$ cat src/rtl/cjb_addsub_pipe_v_pkg.sv
// Shared definitions for the pipelined add/subtract unit.
// The op encodings are also used by the ALU decode stage.
package cjb_addsub_pipe_v_pkg;

    typedef enum logic [1:0] {
        OP_ADD = 2'b00,
        OP_SUB = 2'b01,
        OP_ADC = 2'b10,
        OP_SBC = 2'b11
    } op_e;

    localparam int DEFAULT_WIDTH = 16;
    localparam int DEFAULT_SLICE = 4;

    function automatic logic invert_y(input logic [1:0] op);
        return (op == OP_SUB) || (op == OP_SBC);
    endfunction

    // Subtraction without an explicit carry supplies the +1 of the two's complement.
    function automatic logic carry_in(input logic [1:0] op, input logic cin);
        logic use_cin;
        use_cin = (op == OP_ADC) || (op == OP_SBC);
        return use_cin ? cin : (op == OP_SUB);
    endfunction

endpackage

$ cat src/rtl/cjb_addsub_pipe_v_slice.sv
// Combinational W-bit ripple adder used as one pipeline stage of cjb_addsub_pipe_v.
// Also exposes the carry into the top bit so the last stage can derive signed overflow.
module cjb_addsub_slice_v
    import cjb_addsub_pipe_v_pkg::*;
#(
    parameter int W = DEFAULT_SLICE
) (
    input  logic [W-1:0] x,
    input  logic [W-1:0] y,
    input  logic         cin,
    output logic [W-1:0] sum,
    output logic         cout,
    output logic         c_msb
);

    logic [W:0] c;

    always_comb begin
        c    = '0;
        sum  = '0;
        c[0] = cin;
        for (int i = 0; i < W; i++) begin
            sum[i]   = x[i] ^ y[i] ^ c[i];
            c[i + 1] = (x[i] & y[i]) | (x[i] & c[i]) | (y[i] & c[i]);
        end
    end

    assign cout  = c[W];
    assign c_msb = c[W-1];

endmodule

$ cat src/rtl/cjb_addsub_pipe_v.sv
// Pipelined ADD/SUB/ADC/SBC unit: one SLICE-bit carry segment per register stage.
// WIDTH must be a multiple of SLICE; the whole pipe advances together under valid/ready.
module cjb_addsub_pipe_v
    import cjb_addsub_pipe_v_pkg::*;
#(
    parameter int WIDTH = DEFAULT_WIDTH,
    parameter int SLICE = DEFAULT_SLICE
) (
    input  logic             clock,
    input  logic             reset,
    input  logic             in_valid,
    output logic             in_ready,
    input  logic [1:0]       op,
    input  logic             cin,
    input  logic [WIDTH-1:0] x,
    input  logic [WIDTH-1:0] y,
    output logic             out_valid,
    input  logic             out_ready,
    output logic [WIDTH-1:0] sum,
    output logic             cout,
    output logic             overflow,
    output logic             zero,
    output logic             negative
);

    localparam int STAGES = WIDTH / SLICE;

    logic             advance;
    logic [WIDTH-1:0] y_eff;
    logic             c_in;

    // Stage registers
    logic             vq [STAGES];
    logic [WIDTH-1:0] xq [STAGES];
    logic [WIDTH-1:0] yq [STAGES];
    logic [WIDTH-1:0] sq [STAGES];
    logic             cq [STAGES];

    // Values feeding each stage (input port for stage 0, previous register otherwise)
    logic             vp [STAGES];
    logic [WIDTH-1:0] xp [STAGES];
    logic [WIDTH-1:0] yp [STAGES];
    logic [WIDTH-1:0] sp [STAGES];
    logic             cp [STAGES];

    logic [SLICE-1:0] ss   [STAGES];
    logic             sco  [STAGES];
    logic             smsb [STAGES];

    logic [WIDTH-1:0] result;

    assign y_eff     = invert_y(op) ? ~y : y;
    assign c_in      = carry_in(op, cin);
    assign out_valid = vq[STAGES-1];
    assign sum       = sq[STAGES-1];
    assign advance   = ~out_valid | out_ready;
    assign in_ready  = advance;

    for (genvar k = 0; k < STAGES; k++) begin : g_stage
        if (k == 0) begin : g_head
            assign vp[k] = in_valid;
            assign xp[k] = x;
            assign yp[k] = y_eff;
            assign sp[k] = '0;
            assign cp[k] = c_in;
        end else begin : g_body
            assign vp[k] = vq[k-1];
            assign xp[k] = xq[k-1];
            assign yp[k] = yq[k-1];
            assign sp[k] = sq[k-1];
            assign cp[k] = cq[k-1];
        end

        cjb_addsub_slice_v #(
            .W(SLICE)
        ) u_slice (
            .x    (xp[k][k*SLICE +: SLICE]),
            .y    (yp[k][k*SLICE +: SLICE]),
            .cin  (cp[k]),
            .sum  (ss[k]),
            .cout (sco[k]),
            .c_msb(smsb[k])
        );
    end

    // Full-width result entering the last register, used for the zero/negative flags.
    always_comb begin
        result                   = sp[STAGES-1];
        result[WIDTH-1 -: SLICE] = ss[STAGES-1];
    end

    always_ff @(posedge clock) begin
        if (reset) begin
            for (int k = 0; k < STAGES; k++) begin
                vq[k] <= 1'b0;
                xq[k] <= '0;
                yq[k] <= '0;
                sq[k] <= '0;
                cq[k] <= 1'b0;
            end
            cout     <= 1'b0;
            overflow <= 1'b0;
            zero     <= 1'b0;
            negative <= 1'b0;
        end else if (advance) begin
            for (int k = 0; k < STAGES; k++) begin
                vq[k]                    <= vp[k];
                xq[k]                    <= xp[k];
                yq[k]                    <= yp[k];
                sq[k]                    <= sp[k];
                sq[k][k*SLICE +: SLICE]  <= ss[k];
                cq[k]                    <= sco[k];
            end
            cout     <= sco[STAGES-1];
            overflow <= sco[STAGES-1] ^ smsb[STAGES-1];
            zero     <= (result == '0);
            negative <= result[WIDTH-1];
        end
    end

endmodule

$ cat config.mk
export PLATFORM = sky130hd
export DESIGN_NAME = cjb_addsub_pipe_v
export DESIGN_NICKNAME = d
export VERILOG_FILES = /design/src/rtl/cjb_addsub_pipe_v_pkg.sv /design/src/rtl/cjb_addsub_pipe_v_slice.sv /design/src/rtl/cjb_addsub_pipe_v.sv
export SDC_FILE = /design/constraint.sdc
export NUM_CORES = 1
export LEC_CHECK = 0
export ABC_AREA = 1
export CAP_MARGIN = 20
export CORE_AREA = 2 2 143 75
export CTS_CLUSTER_DIAMETER = 80
export CTS_CLUSTER_SIZE = 12
export DETAILED_ROUTE_END_ITERATION = 8
export DIE_AREA = 0 0 145 77
export GPL_ROUTABILITY_DRIVEN = 1
export PLACE_DENSITY = 0.69
export SYNTH_ARGS = -nofsm -noshare
export SYNTH_HDL_FRONTEND = slang
export SYNTH_SLANG_ARGS = --single-unit
$ cat constraint.sdc
create_clock -name clock -period 3.2 [get_ports clock]
set_input_delay 0.48 -clock clock [delete_from_list [all_inputs] [get_ports clock]]
set_output_delay 0.48 -clock clock [all_outputs]
set_load 0.02 [all_outputs]
Yosys cells after proc, flatten, opt, wreduce, memory -nomap -nowiden
Memory sizes are Yosys's and may differ from the RTL's. Cells that the tools add are included.

Word-level logic and storage cells: 186. Bits in writable memories: 200. Memories: 5. Flip-flop bits (word level): 4. Input port bits: 39. Output and inout port bits: 22.

Reduce and logical (&&, ||, !) cells: 3. Bitwise logic cells: 140. Multiplexer cells: 31. Equal/unequal tests: 3.

Memories: sq (depth 4, bits a word 16, read ports 4, clocked after Yosys merged registers in 0, wr ports 4, RTL line cjb_addsub_pipe_v.sv:36) `logic [WIDTH-1:0] sq [STAGES];`; xq (depth 4, bits a word 16, read ports 3, clocked after Yosys merged registers in 0, wr ports 4, RTL line cjb_addsub_pipe_v.sv:34) `logic [WIDTH-1:0] xq [STAGES];`; yq (depth 4, bits a word 16, read ports 3, clocked after Yosys merged registers in 0, wr ports 4, RTL line cjb_addsub_pipe_v.sv:35) `logic [WIDTH-1:0] yq [STAGES];`; cq (depth 4, bits a word 1, read ports 3, clocked after Yosys merged registers in 0, wr ports 4, RTL line cjb_addsub_pipe_v.sv:37) `logic cq [STAGES];`; vq (depth 4, bits a word 1, read ports 4, clocked after Yosys merged registers in 0, wr ports 4, RTL line cjb_addsub_pipe_v.sv:33) `logic vq [STAGES];`.

Operator list (count): 16-bit two-way mux (13); 1-bit OR (57); 1-bit bitwise AND (48); 1-bit XOR (33); 16-bit logical NOT (1); 4-bit two-way mux (4); 16-bit inverter (1); 1-bit two-way mux (14); 2-bit == test (second input constant) (2); 2-bit by 1-bit == test with 1-bit output (second input constant) (1); 1-bit logical OR (2); 1-bit inverter (1).

Depth between registers and ports, before layout
Depth after elaboration: 16. Depth in mapped cells: 13. Depth with buffers taken out: 13.

Hierarchy
Synthesis repeated with hierarchy kept, for this count alone.

Cell total of the unflattened synthesis: 394. Area total of the unflattened synthesis: 4560.6 µm².

Modules (own cells, without submodules): cjb_addsub_pipe_v (times used 1, area each 4090.2 µm², cells an instance 338, sequential area each 2932.8 µm²); cjb_addsub_slice_v (times used 4, area each 117.6 µm², cells an instance 14, sequential area each 0.0 µm²).

Worst setup path after synthesis
No wires, ideal clock.

Path kind: reg-to-reg. Start point: memory vq[3][0] (netlist: vq[0][3]). End point: memory cq[0][0] (enable). Required time: 2.301 ns. Setup slack: 0.011 ns. Cell stages (with the launch flop): 4. Setup time: 0.899 ns. Buffers on the path: 0. Data arrival time: 2.290 ns. Clock period less this slack: 3.189 ns. Cell sequence: edfxtp_1 inv_1 nor2_4 nand2_1.

RTL lines (RTL line): start, declared (cjb_addsub_pipe_v.sv:33); end, declared (cjb_addsub_pipe_v.sv:37).

==> run metrics <==
outcome=finished, final reports clean; Root Buffer=clkbuf_16; Startpoint Class=input pin; post_cts resized=0; required time worst endpoint=approximately 3.3 ns; GR Util All Layers=13.0%; Slew headroom=a little over three fifths; first-pass GRT wire length=around 11 mm; Initial Util=44.0%; n_diodes=0; DRT iter0 DRCs=between 100 and 150; Post-Route Setup TNS=0 ns; GPL Wtd Cong=0.782; drt pass-1 iters=4; Hold WC Path Type=register to register; P_leak=approximately 0.0023 uW; min Tclk post-route=2.64 ns; Seq/Total Area, Yosys=67.1%; Crit-path slowest cell=clkdlybuf4s50_1; top post-synthesis cells by area=edfxtp_1 (65%), nor2_1 (9.0%), inv_1 (8.9%); Final period util=between 80% and 90%; largest net degree at the start of global routing=a little under 60; WL per Instance=between 10 and 15 um; MaxCap Viol Count=0; Final Routed Wirelength=roughly 6.5 mm; vias per inst=3.99; DIE WIDTH=approximately 150 um; layout cell share with drive strength beyond 1=4.76%; detailed-placement wirelength estimate=~4.4 mm; IO buf count=60; Crit path largest cell delay=roughly 0.46 ns; Synth top area share=65.3%; clock-pin slew on the worst setup and hold paths=roughly 0.06 ns; TritonCTS sink count=99; syn_nets=roughly 430; Hold Fails Final Rpt=0; Num CTS Buffers=9; critical path arrival=approximately 2.7 ns; # hold bufs at CTS=0; synth unique cells=16; power per cell area=around 530 nW/um2; initial antenna violation count=0; CTS tree=done; cell area after synthesis=4370 um2; CP Max Fanout=3; Final Max Tran Viols=0; syn avg cell area=about 12 um2; max frequency=roughly 0.38 GHz; Post-layout nets=491; peak supply drop=0.259 mV; Layout Skew=about 0.0045 ns; Area Overhead vs Synth=23.4%; clk_lat worst skew=approximately 0.34 ns; setup violators final=0; kind of critical path=input pin to register; vias in the first global route=2291; drt drc=0; biggest area consumer among synthesized cells=edfxtp_1; unrepaired setup endpoints after global routing=no; Combinational Power Share=around an eighth; Overflow after GRT=0; Vias=around 2300; Post-Syn Instances=approximately 370; Switch Pwr=approximately 630 uW; Worst-Margin Slew=0.554 ns; die area=11200 um2; cell-internal power=2210 uW; Sw Ratio=~22%; flop-to-flop setup slack=about 0.58 ns; core box area=slightly below 10000 um2; CP endpoint kind=register; io pins=61; cells along the critical path=clkdlybuf4s50_1 > xnor2_1 > fa_1 > inv_1 > fa_1 > inv_1 > fa_1 > inv_1 > fa_1 > inv_1 > nor2_1; FP Rows=26; Hold WS=around 0.49 ns; register bit total from synthesis=between 90 and 100; Clock power frac=between 30% and 40%; Ys Warns=0; H-tree lvl count=3; Die Ht=77 um; Flop pwr share=a little under three fifths; Final ANT Viol Nets=0; setup bufs post-CTS=0; CTS Buffer Depth=2
## worst paths after layout
check                  end  cells past startpoint      start
hold / removal        zero                      2       zero
hold reg to reg       zero                      2       zero
setup / recovery  sq[0][3]                     11      op[0]
setup reg to reg      zero                     13  yq[0][44]
## metrics by stage
stage	instance area, um2	setup WS [ns]	std cells	utilization (%)	total power [uW]
final	5390	0.562	581	54.4	2840
after global routing	5390	0.406	581	54.4	2980
after CTS	5390	0.546	581	54.4	2880
after detailed placement	5140	0.184	565	51.8	1930
after global placement	5140	0.242	565	51.8	1920
after floorplan	4370	0.0109	371	-	1790
## synthesized netlist by cell type
master    number
xnor2_1       14
o21ai_0        3
nor2_4         2
buf_6          3
buf_2          7
nand2_1        6
nand3_1        5
edfxtp_1      95
dfxtp_1        4
inv_2          1
inv_1        104
buf_4          2
mux2i_1        1
nor2_1       105
xor2_1         3
fa_1          16
## state kept, by name (all words and copies together), names as in the netlist
signal / count
sq: 40
xq: 24
yq: 24
vq: 4
cq: 3
cout: 1
negative: 1
overflow: 1
zero: 1
## kinds of logic after synthesis
kind of cell | synth area share, %
flip-flops | 67.1
AND/OR/NAND/NOR | 10.6
AO/OA/AOI/OAI | 0.344
adder cells (fa/ha/maj) | 7.33
XOR/XNOR | 3.41
buffers and inverters | 10.9
multiplexers | 0.229
## worst max-delay path, delay by kind of cell
family	cells	cell delay, ns
adder cells (fa/ha/maj)	4	1.31
AND/OR/NAND/NOR	1	0.04
buffers and inverters	5	0.72
XOR/XNOR	1	0.17
## layout by cell type (no fill, tap or decap), drive strengths merged
cell type and count:
clkinv 4, o21ai 3, clkdlybuf4s50 60, nor2 107
fa 16, mux2i 1, buf 6, nand3 5
xor2 3, inv 105, nand2 6, dfxtp 4
clkbuf 12, xnor2 14, edfxtp 95
## routing by layer
layer | track usage (%) | vias to the layer above | share of wire (%)
li1 | - | 1236 | -
met1 | 19.3 | 1004 | 54
met2 | 16.3 | 74 | 38
met3 | 6.19 | 2 | 8.0
met4 | 4.46 | 0 | 0.20
met5 | 0 | - | 0
## power by group through the flow
stage / sequential (uW) / combinational (uW) / clock (uW)
after floorplan: 1610 / 181 / 0
after global placement: 1590 / 330 / 0
after detailed placement: 1600 / 336 / 0
after CTS: 1570 / 340 / 970
after global routing: 1580 / 380 / 1020
final: 1570 / 334 / 939
## layout make-up
type	instances	area, um2
clock buffers	12	236
multi-input cells	155	966
well taps	140	175
clock inverters	4	17.5
repair buffers	66	671
flip-flops and latches	99	2930
inverters	105	394
fillers	835	4530
Note: power is estimated with default switching activity, not from simulation.
